$ cat src/rtl/pcie_phy_pkg.sv
// Shared PHY definitions: ordered-set type encodings, per-type cycle
// costs and the transmit scheduler state encoding.
package pcie_phy_pkg;

  // One-hot ordered-set type codes as presented by the LTSSM.
  localparam logic [4:0] OS_TS1   = 5'b10000;
  localparam logic [4:0] OS_TS2   = 5'b01000;
  localparam logic [4:0] OS_EIOS  = 5'b00100;
  localparam logic [4:0] OS_EIEOS = 5'b00010;
  localparam logic [4:0] OS_FTS   = 5'b00001;

  // Framer cycles consumed per ordered set of each type.
  localparam int unsigned P_TS1   = 4;
  localparam int unsigned P_TS2   = 4;
  localparam int unsigned P_EIOS  = 1;
  localparam int unsigned P_EIEOS = 4;
  localparam int unsigned P_FTS   = 1;

  typedef enum logic [2:0] {
    IDLE    = 3'd0,
    OS_LOAD = 3'd1,
    OS_RUN  = 3'd2,
    PKT_RUN = 3'd3,
    PKT_END = 3'd4,
    GAP     = 3'd5
  } sched_state_t;

  // Cycles per ordered set; 0 flags an encoding that is not a legal one-hot type.
  function automatic int unsigned os_period(input logic [4:0] os_type);
    case (os_type)
      OS_TS1:   return P_TS1;
      OS_TS2:   return P_TS2;
      OS_EIOS:  return P_EIOS;
      OS_EIEOS: return P_EIEOS;
      OS_FTS:   return P_FTS;
      default:  return 0;
    endcase
  endfunction

endpackage

$ cat src/rtl/tx_link_scheduler.sv
// Transmit-side scheduler: arbitrates LTSSM ordered-set bursts against DLL
// packets, one operation at a time with the LTSSM favoured at each boundary,
// and drives the frame generator's control inputs from registered outputs.
module tx_link_scheduler
  import pcie_phy_pkg::*;
#(
  parameter int LEN_W = 10,
  parameter int CNT_W = 16
) (
  input  logic             clk,
  input  logic             rst,
  input  logic             link_up,
  input  logic             os_req,
  input  logic [4:0]       os_type,
  input  logic [39:0]      os_data,
  input  logic [CNT_W-1:0] os_count,
  output logic             os_ack,
  output logic             os_busy,
  input  logic             pkt_req,
  input  logic             pkt_is_dllp,
  input  logic             pkt_nullify,
  input  logic [LEN_W-1:0] pkt_len,
  output logic             pkt_gnt,
  output logic             pkt_rd,
  output logic [63:0]      fg_ltssm_word,
  output logic             fg_tlp_sent,
  output logic             fg_dllp_sent,
  output logic             fg_null_sent,
  output logic             fg_framer_en,
  output logic             sched_err
);

  localparam logic [CNT_W+1:0] OS_ONE  = 1;
  localparam logic [LEN_W-1:0] LEN_ONE = 1;

  sched_state_t     state;
  logic [CNT_W+1:0] os_cnt;
  logic [LEN_W-1:0] len_cnt;
  logic             os_err_q;
  logic             pkt_null_q;

  logic             os_type_ok;
  logic             os_long;
  logic [CNT_W+1:0] os_budget;
  logic [15:0]      os_count16;
  logic             pkt_bad;

  // A four-cycle ordered set turns the repeat count into a budget by a 2-bit shift.
  assign os_type_ok = (os_period(os_type) != 0);
  assign os_long    = (os_period(os_type) == 4);
  assign os_budget  = os_long ? {os_count, 2'b00} : {2'b00, os_count};
  assign os_count16 = 16'(os_count);
  assign pkt_bad    = (pkt_is_dllp & pkt_nullify) | (pkt_len == '0);

  // Scheduler FSM; every output is registered and describes the state being entered.
  always_ff @(posedge clk or negedge rst) begin
    if (!rst) begin
      state         <= IDLE;
      os_cnt        <= '0;
      len_cnt       <= '0;
      os_err_q      <= 1'b0;
      pkt_null_q    <= 1'b0;
      os_ack        <= 1'b0;
      os_busy       <= 1'b0;
      pkt_gnt       <= 1'b0;
      pkt_rd        <= 1'b0;
      fg_ltssm_word <= '0;
      fg_tlp_sent   <= 1'b0;
      fg_dllp_sent  <= 1'b0;
      fg_null_sent  <= 1'b0;
      fg_framer_en  <= 1'b0;
      sched_err     <= 1'b0;
    end else begin
      os_ack  <= 1'b0;
      pkt_gnt <= 1'b0;
      if (os_req && !os_type_ok) begin
        sched_err <= 1'b1;
      end

      case (state)
        IDLE: begin
          if (os_req) begin
            state         <= OS_LOAD;
            os_ack        <= 1'b1;
            os_busy       <= 1'b1;
            os_err_q      <= !os_type_ok;
            os_cnt        <= os_budget;
            fg_ltssm_word <= os_type_ok ? {os_data, os_type, 3'b000, os_count16} : '0;
          end else if (pkt_req && link_up) begin
            pkt_gnt    <= 1'b1;
            len_cnt    <= pkt_len;
            pkt_null_q <= pkt_nullify & ~pkt_is_dllp;
            if (pkt_bad) begin
              sched_err <= 1'b1;
              state     <= GAP;
            end else begin
              state        <= PKT_RUN;
              fg_framer_en <= 1'b1;
              fg_tlp_sent  <= ~pkt_is_dllp;
              fg_dllp_sent <= pkt_is_dllp;
              pkt_rd       <= 1'b1;
            end
          end
        end

        OS_LOAD: begin
          fg_ltssm_word <= '0;
          if (os_err_q || os_cnt == '0) begin
            state   <= GAP;
            os_busy <= 1'b0;
          end else begin
            state <= OS_RUN;
          end
        end

        OS_RUN: begin
          if (os_cnt <= OS_ONE) begin
            state   <= GAP;
            os_busy <= 1'b0;
            os_cnt  <= '0;
          end else begin
            os_cnt <= os_cnt - OS_ONE;
          end
        end

        PKT_RUN: begin
          if (len_cnt <= LEN_ONE) begin
            state        <= PKT_END;
            len_cnt      <= '0;
            fg_tlp_sent  <= 1'b0;
            fg_dllp_sent <= 1'b0;
            pkt_rd       <= 1'b0;
            fg_null_sent <= pkt_null_q;
          end else begin
            len_cnt <= len_cnt - LEN_ONE;
          end
        end

        PKT_END: begin
          state        <= GAP;
          fg_framer_en <= 1'b0;
          fg_null_sent <= 1'b0;
        end

        GAP: begin
          state         <= IDLE;
          os_busy       <= 1'b0;
          pkt_rd        <= 1'b0;
          fg_ltssm_word <= '0;
          fg_tlp_sent   <= 1'b0;
          fg_dllp_sent  <= 1'b0;
          fg_null_sent  <= 1'b0;
          fg_framer_en  <= 1'b0;
        end

        default: begin
          state <= IDLE;
        end
      endcase
    end
  end

endmodule

$ cat config.mk
export PLATFORM = sky130hd
export DESIGN_NAME = tx_link_scheduler
export DESIGN_NICKNAME = d
export VERILOG_FILES = /design/src/rtl/pcie_phy_pkg.sv /design/src/rtl/tx_link_scheduler.sv
export SDC_FILE = /design/constraint.sdc
export NUM_CORES = 1
export LEC_CHECK = 0
export ABC_AREA = 1
export ABC_CLOCK_PERIOD_IN_PS = 2200
export BUFFER_PORTS_ARGS = -buffer_cell sky130_fd_sc_hd__buf_2
export CORE_MARGIN = 5
export CORE_UTILIZATION = 24
export DETAILED_ROUTE_END_ITERATION = 7
export SLEW_MARGIN = 20
export SYNTH_ARGS = -nofsm -noshare
export SYNTH_HDL_FRONTEND = slang
export SYNTH_SLANG_ARGS = --single-unit
export TNS_END_PERCENT = 1
$ cat constraint.sdc
create_clock -name clk -period 2.2 [get_ports clk]
set_input_delay 0.44 -clock clk [delete_from_list [all_inputs] [get_ports clk]]
set_output_delay 0.44 -clock clk [all_outputs]
set_load 0.03 [all_outputs]
# Word level (Yosys, flattened, before mapping)
# Index checks and enable logic that the tools add are counted.
op_classes:
  n_eq_ne: 19
  n_bitwise: 5
  n_reduce_logical: 29
  add_sub_neg: 2
  mux: 49
  n_lt_le_gt_ge: 2
op_table:
  columns: ["op", "count"]
  rows:
  - ["64-bit 2-to-1 mux", 2]
  - ["64-bit case mux with 2 select lines", 1]
  - ["18-bit 2-to-1 mux", 3]
  - ["18-bit case mux with 2 select lines", 1]
  - ["32-bit by 3-bit == test with 1-bit output (second input constant)", 1]
  - ["32-bit nonzero test", 1]
  - ["10-bit 2-to-1 mux", 3]
  - ["1-bit 2-to-1 mux", 24]
  - ["10-bit case mux with 2 select lines", 1]
  - ["18-bit by 1-bit less-or-equal comparator with 1-bit output (second input constant)", 1]
  - ["18-bit logical NOT", 1]
  - ["3-bit 2-to-1 mux", 6]
  - ["18-bit by 1-bit subtractor with 18-bit output (second input constant)", 1]
  - ["3-bit case mux with 5 select lines", 1]
  - ["2-bit inequality test (second input constant)", 7]
  - ["10-bit by 1-bit less-or-equal comparator with 1-bit output (second input constant)", 1]
  - ["10-bit logical NOT", 1]
  - ["2-bit nonzero test", 5]
  - ["10-bit by 1-bit subtractor with 10-bit output (second input constant)", 1]
  - ["1-bit case mux with 3 select lines", 3]
  - ["3-bit AND reduction", 3]
  - ["2-bit AND reduction", 4]
  - ["4-bit AND reduction", 2]
  - ["3-bit by 2-bit == test with 1-bit output (second input constant)", 2]
  - ["other kinds (23)", 30]
word_totals:
  ff_bits: 106
  out_inout_bits: 73
  inputBits: 78
  elab_cells: 121

# Logic depth before layout (Yosys ltp)
depth:
  ltp_word: 11
  ltp_mapped: 11
  mapped_depth_nobuf: 10

# Least setup slack after synthesis
# OpenSTA, ideal clock, no wires.
synth_timing:
  path_type: "register to register"
  startpoint: "register os_cnt[0]"
  endpoint: "register os_cnt[11]"
  path_slack_ns: 0.569
  required_ns: 2.083
  synth_period_minus_slack_ns: 1.631
  path_buffers: 1
  setup_ns: 0.117
  stages_incl_launch_ff: 11
  arrival_ns: 1.515
  cell_sequence: "dfrtp_1 > inv_1 > ha_1 > nand2_2 > a21oi_2 > nand2_2 > buf_2 > nand3_1 > nand2_1 > nand2_1 > nand2_1"
synth_via:
  elab_chain_cells: 3
  word_cells_on_any_way: 4
  classes_between: "add/sub (1); order compare (1); mux (2)"
synth_lines:
  columns: ["element", "line", "source"]
  rows:
  - ["start: declaration", "tx_link_scheduler.sv:37", "logic [CNT_W+1:0] os_cnt;"]
  - ["start signal: assignment", "tx_link_scheduler.sv:87", "os_cnt <= os_budget;"]
  - ["start signal: assignment", "tx_link_scheduler.sv:122", "os_cnt <= os_cnt - OS_ONE;"]
  - ["18-bit by 1-bit subtractor with 18-bit output / 18-bit by 1-bit less-or-equal comparator with 1-bit output (equally long branches)", "tx_link_scheduler.sv:122, tx_link_scheduler.sv:117", null]
  - ["18-bit 2-to-1 mux (*)", "tx_link_scheduler.sv:117", "if (os_cnt <= OS_ONE) begin"]
  - ["18-bit case mux with 2 select lines (*)", "tx_link_scheduler.sv:80", "case (state)"]
# Every way passes the cells marked *; elsewhere a longest branch is shown, timed or not.
# A chain may end at the register's enable or synchronous reset.

# Worst setup path in the final report
layout_timing:
  startpoint: "register state[0]"
  endpoint: "register fg_ltssm_word[50]"
layout_via:
  elab_chain_cells: 4
  word_cells_on_any_way: 8
  classes_between: "eq/ne (3); mux (1); reduce/logical (4)"
layout_lines:
  columns: ["element", "line", "source"]
  rows:
  - ["start: declaration", "tx_link_scheduler.sv:36", "sched_state_t state;"]
  - ["start signal: assignment", "tx_link_scheduler.sv:58", "state <= IDLE;"]
  - ["start signal: assignment", "tx_link_scheduler.sv:83", "state <= OS_LOAD;"]
  - ["start signal: assignment", "tx_link_scheduler.sv:95", "state <= GAP;"]
  - ["3-bit by 1-bit == test with 1-bit output / 3-bit == test (equally long branches)", "tx_link_scheduler.sv:80", null]
  - ["2-bit OR reduction (no line)", null, null]
  - ["2-bit nonzero test (no line)", null, null]
  - ["2-bit AND reduction (no line)", null, null]
  - ["end signal: assignment", "tx_link_scheduler.sv:88", "fg_ltssm_word <= os_type_ok ? {os_data, os_type, 3'b000, os_count16} : '0;"]
  - ["end: declaration", "tx_link_scheduler.sv:25", "output logic [63:0] fg_ltssm_word,"]
# Parallel ways exist; a longest one is shown, timed or not.

==> metrics.csv <==
stage,metric,value,unit
floorplanning,initial core utilization,0.2421,
setup_path,Worst Path Buf+Inv,3,
setup_path,Worst path max stage delay,0.71,ns
setup_path,cells along the critical path,inv_1 > nand2_2 > nor2_4 > inv_2 > nand2_1 > inv_2 > nand2_1 > nand2_1,
timing,Worst-Margin Slew,1.036,ns
synthesis,main flop type after synthesis,dfrtp_1,
synthesis,Yosys reg bits,103,
synthesis,share of flip-flops with an asynchronous set or reset,1.000,
floorplanning,I/O Pins,151,
timing,Tmin final,1.939,ns
placed_design,Placed Cells,1234,
setup_path,slowest library cell on the worst path,inv_2,
timing,unrepaired setup endpoints after global routing,true,
clocking,CTS root buffer,clkbuf_16,
global_routing,GRT Total Usage,0.1213,
timing,max-slew violations,0,
timing,Slew headroom,0.3096,
synthesis,"Cell Area, Synth",5648,um^2
routing,drt total wl,15.86,mm
pwr,worst vdd ir,0.0006229,V
floorplanning,core box area,23330,um^2
routing,First-pass DRT Iterations,5,
synthesis,"Seq/Total Area, Yosys",0.4564,
routing,vias,5387,
timing,"Hold Violations, Final",0,
routing,WL/cell,12.68,um
global_routing,first-pass GRT wire length,26.39,mm
routing,Antenna Violating Nets Remaining,0,
global_routing,vias in the first global route,5210,
setup_path,r2r startpoint,state[0],
timing,period utilisation layout,0.8815,
pwr,leakage,3.906,nW
final_layout,most frequent cells in the layout,"292 x nand2_1, 146 x buf_2, 119 x nand3_1",
final_layout,share of cells above drive strength 1,0.2178,
run,max_cap viols,0,
pwr,pwr dens,1096,nW/um^2
clocking,Clock Path Buffers,2,
synthesis,post-synthesis instance total,788,
setup_path,worst setup path start,state[0],
hold_path,min-delay worst type,in -> reg,
setup_path,Setup CP Type,reg -> reg,
global_routing,total grt overflow,0,
routing,Vias/cell,4.306,
routing,DRT iter0 DRCs,222,
floorplanning,Die H,163.4,um
clocking,CTS HTree Levels,3,
final_layout,"leading cell type in the layout, fill and taps excluded",nand2_1,
global_routing,initial antenna violation count,1,
setup_path,endpoint class of the critical path,register,
final_layout,n_diodes,0,
clocking,clock latency on the worst-skew pair,0.35,ns
clocking,CTS buffer count,9,
clocking,CTS Sinks,103,
final_layout,Area Overhead vs Synth,24.26,%
timing,Fin Setup TNS,0,ns
final_layout,final cell count without fillers,1251,
timing,FMAX,515.7,MHz
final_layout,filler cell count,2540,
setup_path,Most Frequent Cell on Critical Path,nand2_1,
placed_design,hpwl dp,11.93,mm
placed_design,GPL Wtd Cong,0.8770,
setup_path,CP Data Arrival Time,2.24,ns
placed_design,# port buffers,147,
final_layout,nets@finish,1010,
synthesis,Synth warnings,0,
floorplanning,Die Width,163.4,um
timing,Final setup viols,0,
setup_path,Crit path required time,2.50,ns
outcome,status,finished clean,
timing,Worst Clk Skew,0.009408,ns
floorplanning,DIE AREA,26700,um^2
setup_path,startpoint types,register,
routing,Remaining DRCs,0,
global_routing,largest net degree at the start of global routing,62,
synthesis,Post-synth EDFFs,0,
hold_path,Hold Startpoint,os_data[17],
clocking,CTS tree,done,
floorplanning,Core Rows,56,
synthesis,post-synthesis cell type count,32,
setup_path,cell family with most CP delay,buffers and inverters,
setup_path,Crit Path Max Fanout,61,
synthesis,Syn Area/Cell,7.167,um^2
clocking,clk slew on worst S/H paths,0.08,ns
[state kept, by name, indices dropped and copies added, names as in the netlist]
| signal | cells |
|---|---|
| fg_ltssm_word | 61 |
| fg_dllp_sent | 1 |
| pkt_rd | 1 |
| fg_tlp_sent | 1 |
| os_ack | 1 |
| pkt_null_q | 1 |
| fg_null_sent | 1 |
| pkt_gnt | 1 |
| sched_err | 1 |
| len_cnt | 10 |
| os_busy | 1 |
| os_err_q | 1 |
| fg_framer_en | 1 |
| os_cnt | 18 |
| state | 3 |
[tightest hold or removal path, delay by kind of cell]
kind          cells  cell delay [ns]
simple gates      2             0.11
buf+inv           1             0.08
[final cells by class]
cell class | instances | area (um^2) | area share
Multi-Input combinational cell | 595 | 2668 | 0.3801
Clock inverter | 7 | 75.07 | 0.01070
Tap cell | 319 | 399.1 | 0.05687
Clock buffer | 9 | 225.2 | 0.03209
Inverter | 60 | 225.2 | 0.03209
Timing Repair Buffer | 158 | 848.3 | 0.1209
Sequential cell | 103 | 2577 | 0.3673
[kinds of logic (layout without fill, tap and decap cells)]
family / Yosys count / count (layout) / share of synthesized area
xor gates and xnor gates: 11 / 11 / 0.01706
adders and majority gates: 5 / 5 / 0.01108
and+or+nand+nor: 530 / 530 / 0.3946
buffers and inverters: 92 / 234 / 0.07443
DFF: 103 / 103 / 0.4564
other: 1 / 3 / 0.0006640
AOI/OAI and AO/OA: 46 / 46 / 0.04586
[worst paths after layout]
kind,end,slack [ns],depth (start not counted)
worst max register to register,fg_ltssm_word[50],0.26,8
max in group asynchronous,fg_ltssm_word[29],1.08,3
min in group asynchronous,fg_ltssm_word[46],0.48,2
worst max-delay path,fg_ltssm_word[50],0.26,8
worst min register to register,fg_dllp_sent,0.48,2
worst min-delay path,fg_ltssm_word[41],0.30,3
[synthesized netlist by cell type (5+ instances only)]
| library cell | count | area, um^2 |
|---|---|---|
| nor2_1 | 91 | 341.6 |
| nand2_2 | 7 | 43.79 |
| nand2_1 | 292 | 1096 |
| xor2_1 | 5 | 43.79 |
| nand3_1 | 119 | 595.6 |
| buf_2 | 11 | 55.05 |
| buf_4 | 12 | 90.09 |
| inv_2 | 9 | 33.78 |
| inv_1 | 51 | 191.4 |
| a21oi_1 | 14 | 70.07 |
| xnor2_1 | 6 | 52.55 |
| clkbuf_1 | 6 | 22.52 |
| o21ai_0 | 18 | 90.09 |
| nor2_2 | 7 | 43.79 |
| dfrtp_1 | 103 | 2577 |
| ha_1 | 5 | 62.56 |
[power breakdown]
group	internal [W]	switching [W]
Combinational	0.00103	0.00220
Clock	0.000802	0.000801
Sequential	0.00237	0.000474
[per-layer routing]
metal,track usage,part of all wire,vias up
met1,0.1610,0.46,2495
met5,0,0.00082,-
li1,-,-,2753
met3,0.03482,0.059,12
met2,0.1957,0.47,125
met4,0.02974,0.011,2
[metrics by stage]
step	hold slack (ns)	setup slack [ns]	util	area, um^2	power [W]
6_report	0.2975	0.2607	0.3008	7018	0.007690
3_5_place_dp	0.3134	0.1983	0.2871	6698	0.006150
4_1_cts	0.2887	0.1805	0.3004	7008	0.007791
2_1_floorplan	0.1444	0.5689	-	5655	0.005250
3_3_place_gp	0.3144	0.1987	0.2871	6698	0.006128
5_1_grt	0.2940	-0.02469	0.3008	7018	0.008333
[repair_timing]
action | CTS | global route
endpoints found under the hold margin | 14 | 0
resized for setup | 0 | 2
hold buffers | 1 | 0
setup endpoints to repair | 0 | 9
buffers inserted | 0 | 0
(Power assumes the default switching activity.)
